[src/rtl/instr_encoder_pkg.sv]
// Shared definitions for the instruction encoder: format codes, opcodes,
// the NOP word and the field-packing helper used by the output stage.
package instr_encoder_pkg;

    typedef enum logic [1:0] {
        FMT_I = 2'b00,
        FMT_S = 2'b01,
        FMT_B = 2'b10,
        FMT_J = 2'b11
    } fmt_e;

    localparam logic [31:0] NOP_INSTR = 32'h00000013;

    localparam logic [6:0] OP_IMM    = 7'b0010011;
    localparam logic [6:0] OP_STORE  = 7'b0100011;
    localparam logic [6:0] OP_BRANCH = 7'b1100011;
    localparam logic [6:0] OP_JAL    = 7'b1101111;

    // A request as captured by the first pipeline stage, including the
    // result of the immediate range check.
    typedef struct packed {
        fmt_e        fmt;
        logic [6:0]  opcode;
        logic [4:0]  rd;
        logic [4:0]  rs1;
        logic [4:0]  rs2;
        logic [2:0]  funct3;
        logic [31:0] imm;
        logic        legal;
    } req_t;

    // Scatter the fields into the 32-bit word; fields a format does not use
    // are simply not referenced, so they cannot leak into the result.
    function automatic logic [31:0] packInstr(input req_t r);
        logic [31:0] word;
        word = '0;
        case (r.fmt)
            FMT_I: word = {r.imm[11:0], r.rs1, r.funct3, r.rd, r.opcode};
            FMT_S: word = {r.imm[11:5], r.rs2, r.rs1, r.funct3, r.imm[4:0], r.opcode};
            FMT_B: word = {r.imm[12], r.imm[10:5], r.rs2, r.rs1, r.funct3,
                           r.imm[4:1], r.imm[11], r.opcode};
            FMT_J: word = {r.imm[20], r.imm[10:1], r.imm[11], r.imm[19:12],
                           r.rd, r.opcode};
            default: word = NOP_INSTR;
        endcase
        return word;
    endfunction

endpackage

[src/rtl/instr_encoder_imm_range_check.sv]
// Purely combinational check that an immediate fits the selected format:
// the upper bits must be a sign extension and B/J offsets must be even.
module imm_range_check
    import instr_encoder_pkg::*;
(
    input  logic [1:0]  fmt,
    input  logic [31:0] imm,
    output logic        legal
);

    // Sign-extension test over the bits above each format's field width.
    always_comb begin
        legal = 1'b0;
        case (fmt)
            FMT_I, FMT_S: legal = (&imm[31:11]) || !(|imm[31:11]);
            FMT_B:        legal = ((&imm[31:12]) || !(|imm[31:12])) && !imm[0];
            FMT_J:        legal = ((&imm[31:20]) || !(|imm[31:20])) && !imm[0];
            default:      legal = 1'b0;
        endcase
    end

endmodule

[src/rtl/instr_encoder.sv]
// Two-stage valid/ready instruction encoder. Stage 1 captures the request
// together with its range check; stage 2 holds the packed word, its byte
// address and the error flag until the consumer takes it.
module instr_encoder
    import instr_encoder_pkg::*;
#(
    parameter int                ADDR_W    = 32,
    parameter logic [ADDR_W-1:0] BASE_ADDR = '0
)(
    input  logic              clk,
    input  logic              rst,
    input  logic              in_valid,
    output logic              in_ready,
    input  logic [1:0]        in_fmt,
    input  logic [6:0]        in_opcode,
    input  logic [4:0]        in_rd,
    input  logic [4:0]        in_rs1,
    input  logic [4:0]        in_rs2,
    input  logic [2:0]        in_funct3,
    input  logic [31:0]       in_imm,
    output logic              out_valid,
    input  logic              out_ready,
    output logic [31:0]       out_instr,
    output logic [ADDR_W-1:0] out_addr,
    output logic              out_err,
    output logic [7:0]        err_count
);

    logic              s1Valid_q, s1Valid_d;
    req_t              s1Req_q, s1Req_d;
    logic              outValid_q, outValid_d;
    logic [31:0]       outInstr_q, outInstr_d;
    logic              outErr_q, outErr_d;
    logic [ADDR_W-1:0] outAddr_q, outAddr_d;
    logic [7:0]        errCount_q, errCount_d;

    logic inLegal;
    logic s2Fire;
    logic s1Advance;
    logic s1Load;

    imm_range_check u_range (
        .fmt   (in_fmt),
        .imm   (in_imm),
        .legal (inLegal)
    );

    // Handshakes: stage 2 drains on out_ready, stage 1 moves whenever stage 2
    // is empty or draining, and a new request lands whenever stage 1 is free
    // or moving. in_ready is held low for the whole reset cycle.
    assign s2Fire    = outValid_q && out_ready;
    assign s1Advance = s1Valid_q && (!outValid_q || out_ready);
    assign in_ready  = !rst && (!s1Valid_q || s1Advance);
    assign s1Load    = in_valid && in_ready;

    // Next-state for both stages, the address counter and the error counter.
    always_comb begin
        s1Valid_d  = s1Valid_q;
        s1Req_d    = s1Req_q;
        outValid_d = outValid_q;
        outInstr_d = outInstr_q;
        outErr_d   = outErr_q;
        outAddr_d  = outAddr_q;
        errCount_d = errCount_q;

        if (s1Load) begin
            s1Valid_d      = 1'b1;
            s1Req_d.fmt    = fmt_e'(in_fmt);
            s1Req_d.opcode = in_opcode;
            s1Req_d.rd     = in_rd;
            s1Req_d.rs1    = in_rs1;
            s1Req_d.rs2    = in_rs2;
            s1Req_d.funct3 = in_funct3;
            s1Req_d.imm    = in_imm;
            s1Req_d.legal  = inLegal;
        end else if (s1Advance) begin
            s1Valid_d = 1'b0;
        end

        if (s1Advance) begin
            outValid_d = 1'b1;
            outInstr_d = s1Req_q.legal ? packInstr(s1Req_q) : NOP_INSTR;
            outErr_d   = !s1Req_q.legal;
        end else if (s2Fire) begin
            outValid_d = 1'b0;
        end

        if (s2Fire) begin
            outAddr_d = outAddr_q + ADDR_W'(4);
            if (outErr_q && (errCount_q != 8'hFF)) begin
                errCount_d = errCount_q + 8'd1;
            end
        end
    end

    // State registers with synchronous reset that drops any in-flight words.
    always_ff @(posedge clk) begin
        if (rst) begin
            s1Valid_q  <= 1'b0;
            s1Req_q    <= '0;
            outValid_q <= 1'b0;
            outInstr_q <= '0;
            outErr_q   <= 1'b0;
            outAddr_q  <= BASE_ADDR;
            errCount_q <= '0;
        end else begin
            s1Valid_q  <= s1Valid_d;
            s1Req_q    <= s1Req_d;
            outValid_q <= outValid_d;
            outInstr_q <= outInstr_d;
            outErr_q   <= outErr_d;
            outAddr_q  <= outAddr_d;
            errCount_q <= errCount_d;
        end
    end

    assign out_valid = outValid_q;
    assign out_instr = outInstr_q;
    assign out_err   = outErr_q;
    assign out_addr  = outAddr_q;
    assign err_count = errCount_q;

endmodule

[config.mk]
export PLATFORM = sky130hd
export DESIGN_NAME = instr_encoder
export DESIGN_NICKNAME = d
export VERILOG_FILES = /design/src/rtl/instr_encoder_pkg.sv /design/src/rtl/instr_encoder_imm_range_check.sv /design/src/rtl/instr_encoder.sv
export SDC_FILE = /design/constraint.sdc
export NUM_CORES = 1
export LEC_CHECK = 0
export BUFFER_PORTS_ARGS = -buffer_cell sky130_fd_sc_hd__buf_2
export CORE_MARGIN = 2
export CORE_UTILIZATION = 35
export CTS_BUF_LIST = sky130_fd_sc_hd__clkbuf_16
export DETAILED_ROUTE_END_ITERATION = 12
export PLACE_DENSITY_LB_ADDON = 0.12
export SYNTH_ARGS = -nofsm -noshare
export SYNTH_HDL_FRONTEND = slang
export SYNTH_SLANG_ARGS = --single-unit
[constraint.sdc]
create_clock -name clk -period 2.3 [get_ports clk]
set_clock_uncertainty 0.2 [all_clocks]
set_input_delay 0.345 -clock clk [delete_from_list [all_inputs] [get_ports clk]]
set_output_delay 0.345 -clock clk [all_outputs]
set_load 0.02 [all_outputs]
==> flow_summary.ini, run 1 <==
[timing]
tns_ns = 0
tightestPinTransition_ns = 0.717
fmax_ghz = 0.498
hold_slack_ns = 0.0274
finalCritPeriodShare_pct = 87.3
setup_viol = 0
rsz0062_at_grt = false
hold_violations = 0
slew_headroom_pct = 52.0
finalMaxSlewViolations = 0
final.min_clock_period_ns = 2.01
worst_slack_ns = 0.293

[pwr]
peakVddDrop_mv = 0.497
power_density_mw_per_mm2 = 745
p_leak_nw = 3.11
power_mw = 5.32

[cts]
tritoncts = built
numCtsBuffers = 17
clk_pin_slew_ns = 0.05
clkSinkCount = 122
htreeDepth = 4
clockBufferDepth = 2
cts_setup_buffers = 0
cts-root-buf = clkbuf_16
clk_latency_ns = 0.41

[synth]
synth-edff-count = 0
synth-seq-area-share_pct = 46.7
synth.most_common_cell = nand2_1
synth_commonest_cells = nand2_1, dfxtp_1, nor2_1, a21oi_1, nand3b_1
syn_area_mm2 = 0.00523
yosys_warnings = 0
ys_ff_latch = 122
synth_top_area_share_pct = 46.7
synth_top_area_cell = dfxtp_1
syn_inst = 637
ys_types = 42
synth_top_cells_by_area = dfxtp_1, nand2_1, nand3b_1
synth_area_per_cell_um2 = 8.20
async_flop_share_pct = 0
synth_flop_cell = dfxtp_1

[placement]
dpl.cell_count = 929
io_buffers = 135
post-place-ws_ns = 0.152
gp_congestion = 0.770
dp_hpwl_um = 9710
placement.cell_area_mm2 = 0.00606

[cells_and_area]
n_antenna_cell = 0
drive_above_1_share_pct = 23.1
final_area_mm2 = 0.00714
fin_cells = 1008
area_growth_syn_to_layout_pct = 36.6
fin_nets = 877
postLayoutCoreUtil_pct = 49.1
num-fill-cells = 1427
regArea_mm2 = 0.00244
multi_input_area_mm2 = 0.00257

[floorplanning]
io_pins = 138
core-area_mm2 = 0.0145
start_util_pct = 36.0
fp.dieW_um = 126
fp.dieH_um = 126
die-area_mm2 = 0.0159
std_cell_rows = 44

[global_route]
grt_pass1_vias = 4912
grt.overflow.total = 0
antenna_found_initial = 0
grtUsageTotal_pct = 18.4
grt_start_max_net_pins = 64
grt_pass1_wl_um = 23600

[min_path]
hp-class = input pin to register

[drt]
wirelength_um = 14300
routedWlPerCell_um = 14.2
dr_total_vias = 4976
ant_nets = 0
drc = 0
via_per_inst = 4.94
dr.pass1.iters = 4
drtIter0Drc = 253

[setup_path]
critPathMaxFanout = 6
critPathTopFamily = flip-flops
end_kind = output port
cp_num_buf_inv = 1
worstPathCellList = nor2b_2 > a21oi_1 > buf_2
critPathMaxStageDelay_ns = 0.32
required_ns = 1.75
slowest_stage = dfxtp_1
start_kind = register
cp.arrival_ns = 1.46
crit_type = register to output port

[flow_run]
drv_cap = 0

[outcome]
status = finished, final reports clean
[per-layer routing]
metal / vias to the layer above / track usage, % / wire length (um)
met4: 0 / 7.24 / 227
met3: 20 / 4.80 / 648
met2: 118 / 30.7 / 6940
met5: - / 0 / 0
li1: 2505 / - / -
met1: 2333 / 22.7 / 6490
[worst reg2reg max path, stage by stage (launching register included)]
cell and delay [ns]:
dfxtp_1 0.47, and4_4 0.29, nand4_4 0.27, nor4_1 0.42, xnor2_1 0.17, nor2_1 0.06
[flip-flops by register name, indices dropped and copies added (netlist names)]
signal     flops
err_count      8
out_instr     32
out_addr      30
out_err        1
s1Req_q       49
out_valid      1
s1Valid_q      1
[placed cells by master (no fill, tap or decap), types with 3 or more instances in the layout]
master	n
buf_4	14
nand3_1	28
clkinv_1	4
mux2i_1	5
or3_1	4
and4_1	3
nand2_1	147
clkbuf_16	17
nor2_1	63
bufinv_16	4
dlygate4sd3_1	48
buf_2	134
o21ai_0	7
nand4_1	11
xnor2_1	28
inv_1	11
nor4_1	12
dfxtp_1	122
nand4_4	3
nor3b_1	3
a21oi_1	53
nand3b_1	48
xor2_1	5
nor3_1	18
[final timing paths]
check	start	end	slack, ns	cells past startpoint
hold / removal	in_imm[0]	s1Req_q[1]	0.03	3
hold reg to reg	out_instr[29]	out_instr[29]	0.26	2
setup reg to reg	out_addr[8]	out_addr[29]	0.30	5
setup / recovery	out_valid	in_ready	0.29	3
[cell families after synthesis]
family	Yosys count	share of synthesized area, %
buffers and inverters	50	4.29
muxes	7	1.39
xor gates and xnor gates	33	5.53
DFF	122	46.7
and+or+nand+nor	355	34.6
other	1	0.0718
AOI/OAI and AO/OA	67	6.94
adders and majority gates	2	0.479
[layout make-up]
class                      instances  area share, %
timing repair buffer             197           17.9
clock inverter                    14           2.30
tap                              184           3.23
multi-input combinational        466           36.0
clock buffer                      17           5.96
inverter                           8          0.421
sequential                       122           34.2
[repair_timing]
| item | CTS | global route |
|---|---|---|
| gates resized for setup | 0 | 1 |
| hold buffers | 48 | 0 |
| endpoints found under the hold margin | 48 | 0 |
| setup endpoints to repair | 0 | 1 |
[where the power goes]
part           switching, mW  internal [mW]
clock network          0.926           1.77
registers             0.0462           2.19
logic                  0.208          0.181
No activity file was read; power rests on OpenSTA's default activity.
==> run 2, diff against run 1 <==
Settings changed: CELL_PAD_IN_SITES_DETAIL_PLACEMENT set to 1, CELL_PAD_IN_SITES_GLOBAL_PLACEMENT set to 1.
==> flow_summary.ini, run 2 (synthesis results as in run 1) <==
[cells_and_area]
largest-register = s1Req_q
n_antenna_cell = 0
area_growth_syn_to_layout_pct = 37.1
regArea_mm2 = 0.00244
num-fill-cells = 1776
drive_above_1_share_pct = 23.8
multi_input_area_mm2 = 0.00257
fin_nets = 874
final_cell_mix = nand2_1, buf_2, dfxtp_1
final_common_cell = nand2_1
largest_reg_flops = 49

[global_route]
grt_pass1_wl_um = 26100
grt.overflow.total = 0
antenna_found_initial = 0
grt_start_max_net_pins = 94
grtUsageTotal_pct = 20.0
grt_pass1_vias = 5290

[cts]
htreeDepth = 4
cts-root-buf = clkbuf_16
clkSinkCount = 122
tritoncts = built
clk_latency_ns = 0.41
clk_pin_slew_ns = 0.05
clockBufferDepth = 2
cts_resized = 0
numCtsBuffers = 17
cts_setup_buffers = 0

[timing]
tightestPinTransition_ns = 0.874
finalMaxSlewViolations = 0
setup_viol = 0
fmax_ghz = 0.499
rsz0062_at_grt = false
tns_ns = 0
slew_headroom_pct = 41.8
finalCritPeriodShare_pct = 87.1
hold_violations = 0
final.min_clock_period_ns = 2.00

[min_path]
hp-class = input pin to register

[drt]
drc = 0
ant_nets = 0
via_per_inst = 5.06
wirelength_um = 15500
routedWlPerCell_um = 15.4
dr_total_vias = 5088
drtIter0Drc = 217
dr.pass1.iters = 4

[floorplanning]
fp.dieW_um = 126
io_pins = 138
fp.dieH_um = 126
die-area_mm2 = 0.0159
std_cell_rows = 44
core-area_mm2 = 0.0145
start_util_pct = 36.0

[outcome]
status = finished, final reports clean

[setup_path]
end_kind = output port
start_kind = register
crit_type = register to output port
required_ns = 1.75
cp.arrival_ns = 1.46
critPathMaxFanout = 6

[pwr]
p_leak_nw = 3.10
power_mw = 5.56
peakVddDrop_mv = 0.558
power_density_mw_per_mm2 = 776

[placement]
gp_congestion = 0.792
io_buffers = 135
dp_hpwl_um = 10300

[flow_run]
drv_cap = 0
## run 2: changes by cell type in the layout (fill, tap and decap cells not counted), sizes merged
| cell | delta |
|---|---|
| bufinv | +1 |
| clkinv | -4 |
| clkinvlp | +5 |
| dlygate4sd3 | -3 |
| inv | -1 |
## run 2: timing repair
| item | 4_1_cts | 5_1_grt |
|---|---|---|
| endpoints found under the hold margin | 45 | 0 |
| hold buffers | 45 | 0 |
| setup endpoints to repair | 0 | 0 |
## run 2: path summary, 6_finish.rpt
check                        to          start  cells past startpoint  slack, ns
setup / recovery       in_ready      out_valid                      3       0.30
hold reg to reg   out_instr[30]  out_instr[30]                      2       0.25
setup reg to reg   out_addr[31]   out_addr[11]                      5       0.30
hold / removal      s1Req_q[14]     in_imm[13]                      3      0.008
## run 2: metrics by stage
step	worst slack (ns)	area, um2	instances	hold slack (ns)	utilization, %
after global placement	0.356	6060	929	0.241	41.7
after detailed placement	0.309	6060	929	0.249	41.7
after global routing	0.119	7170	1006	0.0190	49.3
after CTS	0.287	7170	1006	0.00238	49.3
final	0.297	7170	1006	0.00769	49.3
after floorplan	0.267	5230	638	0.244	-
## run 2: area by class of cell
class / instances / share of cell area (%)
Clock inverter: 15 / 3.14
Inverter: 8 / 0.419
Tap cell: 184 / 3.21
Timing Repair Buffer: 194 / 17.4
Multi-Input combinational cell: 466 / 35.8
Sequential cell: 122 / 34.1
Clock buffer: 17 / 5.94
## run 2: where the power goes
group          leakage (nW)  internal (mW)  switching (mW)
Sequential            0.994           2.18          0.0513
Combinational          1.81          0.181           0.212
Clock                 0.299           1.92            1.01
## run 2: per-layer routing
metal / wire, um / vias up / GRT usage (%)
met4: 227 / 0 / 6.46
met5: 0 / - / 0
met2: 7630 / 104 / 34.3
li1: - / 2502 / -
met1: 7030 / 2466 / 24.8
met3: 634 / 16 / 4.42
## run 2: critical path, stage by stage (launching register included)
cell and delay (ns):
dfxtp_1 0.33, nor2b_2 0.20, a21oi_1 0.27, buf_2 0.24
==> run 3, diff against run 2 <==
Settings changed: CORE_ASPECT_RATIO set to 0.7.
Clock period 2.3 ns to 2.4 ns, I/O delays scaled along.
==> flow_summary.ini, run 3 (synthesis results as in run 1) <==
[outcome]
status = finished, final reports clean

[cells_and_area]
largest_reg_flops = 49
drive_above_1_share_pct = 22.6
largest-register = s1Req_q
final_cell_mix = nand2_1, buf_2, dfxtp_1
fin_nets = 878
area_growth_syn_to_layout_pct = 34.4
final_area_mm2 = 0.00702
final_common_cell = nand2_1
n_antenna_cell = 0

[pwr]
peakVddDrop_mv = 0.408
power_density_mw_per_mm2 = 660
p_leak_nw = 3.06

[placement]
placement.cell_area_mm2 = 0.00607
io_buffers = 135
post-place-ws_ns = 0.345
dp_hpwl_um = 11000
gp_congestion = 0.773

[timing]
fmax_ghz = 0.487
rsz0062_at_grt = false
hold_violations = 0
final.min_clock_period_ns = 2.05
finalCritPeriodShare_pct = 85.6
tightestPinTransition_ns = 0.777
worst_slack_ns = 0.346
setup_viol = 0
hold_slack_ns = 0.0334
slew_headroom_pct = 48.2
tns_ns = 0
finalMaxSlewViolations = 0

[setup_path]
slowest_stage = nor4_1
critPathMaxFanout = 16
start_kind = register
critPathMaxStageDelay_ns = 0.46
end_kind = register
crit_type = register to register
cp.arrival_ns = 2.12
worstPathCellList = and4_4 > nand4_4 > nor4_1 > xnor2_1 > nor2_1
required_ns = 2.46

[floorplanning]
start_util_pct = 35.7
fp.dieH_um = 106
core-area_mm2 = 0.0146
fp.dieW_um = 150
std_cell_rows = 37
io_pins = 138
die-area_mm2 = 0.0159

[cts]
cts-root-buf = clkbuf_16
cts_resized = 0
clockBufferDepth = 2
clk_pin_slew_ns = 0.05
tritoncts = built
clk_latency_ns = 0.41
htreeDepth = 4
clkSinkCount = 122
numCtsBuffers = 17

[global_route]
grtUsageTotal_pct = 21.5
grt_pass1_vias = 5167
antenna_found_initial = 0
grt.overflow.total = 0
grt_pass1_wl_um = 26600
grt_start_max_net_pins = 81

[drt]
via_per_inst = 5.01
drtIter0Drc = 232
drc = 0
dr_total_vias = 5093
wirelength_um = 16500
dr.pass1.iters = 5
ant_nets = 0
routedWlPerCell_um = 16.3

[flow_run]
drv_cap = 0

[min_path]
hp-class = input pin to register
[run 3: layout make-up]
cell class | count | area (um2)
inverter | 8 | 30.0
clock inverter | 11 | 45.0
fill | 1799 | 7600
timing repair buffer | 198 | 1270
tap | 195 | 244
multi-input combinational | 466 | 2570
clock buffer | 17 | 425
sequential | 122 | 2440
[run 3: critical path: cells and delay by family (launching register included)]
family,cells,cell delay [ns]
and+or+nand+nor,4,1.09
xor gates and xnor gates,1,0.17
DFF,1,0.45
[run 3: worst paths after layout]
path                      from            to  slack, ns  cells past startpoint
hold / removal       in_imm[0]    s1Req_q[1]       0.03                      3
setup reg to reg   out_addr[8]  out_addr[29]       0.35                      5
setup / recovery   out_addr[8]  out_addr[29]       0.35                      5
hold reg to reg   out_instr[6]  out_instr[6]       0.25                      2
[run 3: routing by layer]
layer / track usage, % / wire [um] / part of all wire, % / up-vias
met2: 33.6 / 7370 / 45 / 121
met4: 5.93 / 142 / 0.86 / 0
met1: 29.4 / 8170 / 49 / 2469
met3: 5.54 / 850 / 5.1 / 12
met5: 0 / 0 / 0 / -
li1: - / - / - / 2491
[run 3: what timing repair did]
item / CTS / global route
endpoints found under the hold margin: 48 / 0
hold buffers: 48 / 0
buffers inserted: 0 / 0
[run 3: metrics by stage]
| stage | util (%) | power (mW) | std cells |
|---|---|---|---|
| after floorplan | - | 2.36 | 638 |
| after global placement | 41.5 | 2.50 | 941 |
| after detailed placement | 41.5 | 2.51 | 941 |
| after CTS | 48.0 | 4.68 | 1017 |
| after global routing | 48.0 | 4.84 | 1017 |
| final | 48.0 | 4.64 | 1017 |
[run 3: power breakdown]
group          leakage [nW]  internal, mW  switching (mW)  total (mW)
Sequential            0.994          2.09          0.0512        2.15
Combinational          1.82         0.174           0.208       0.382
Clock                 0.245          1.25           0.858        2.11
Total                  3.06          3.52            1.12        4.64
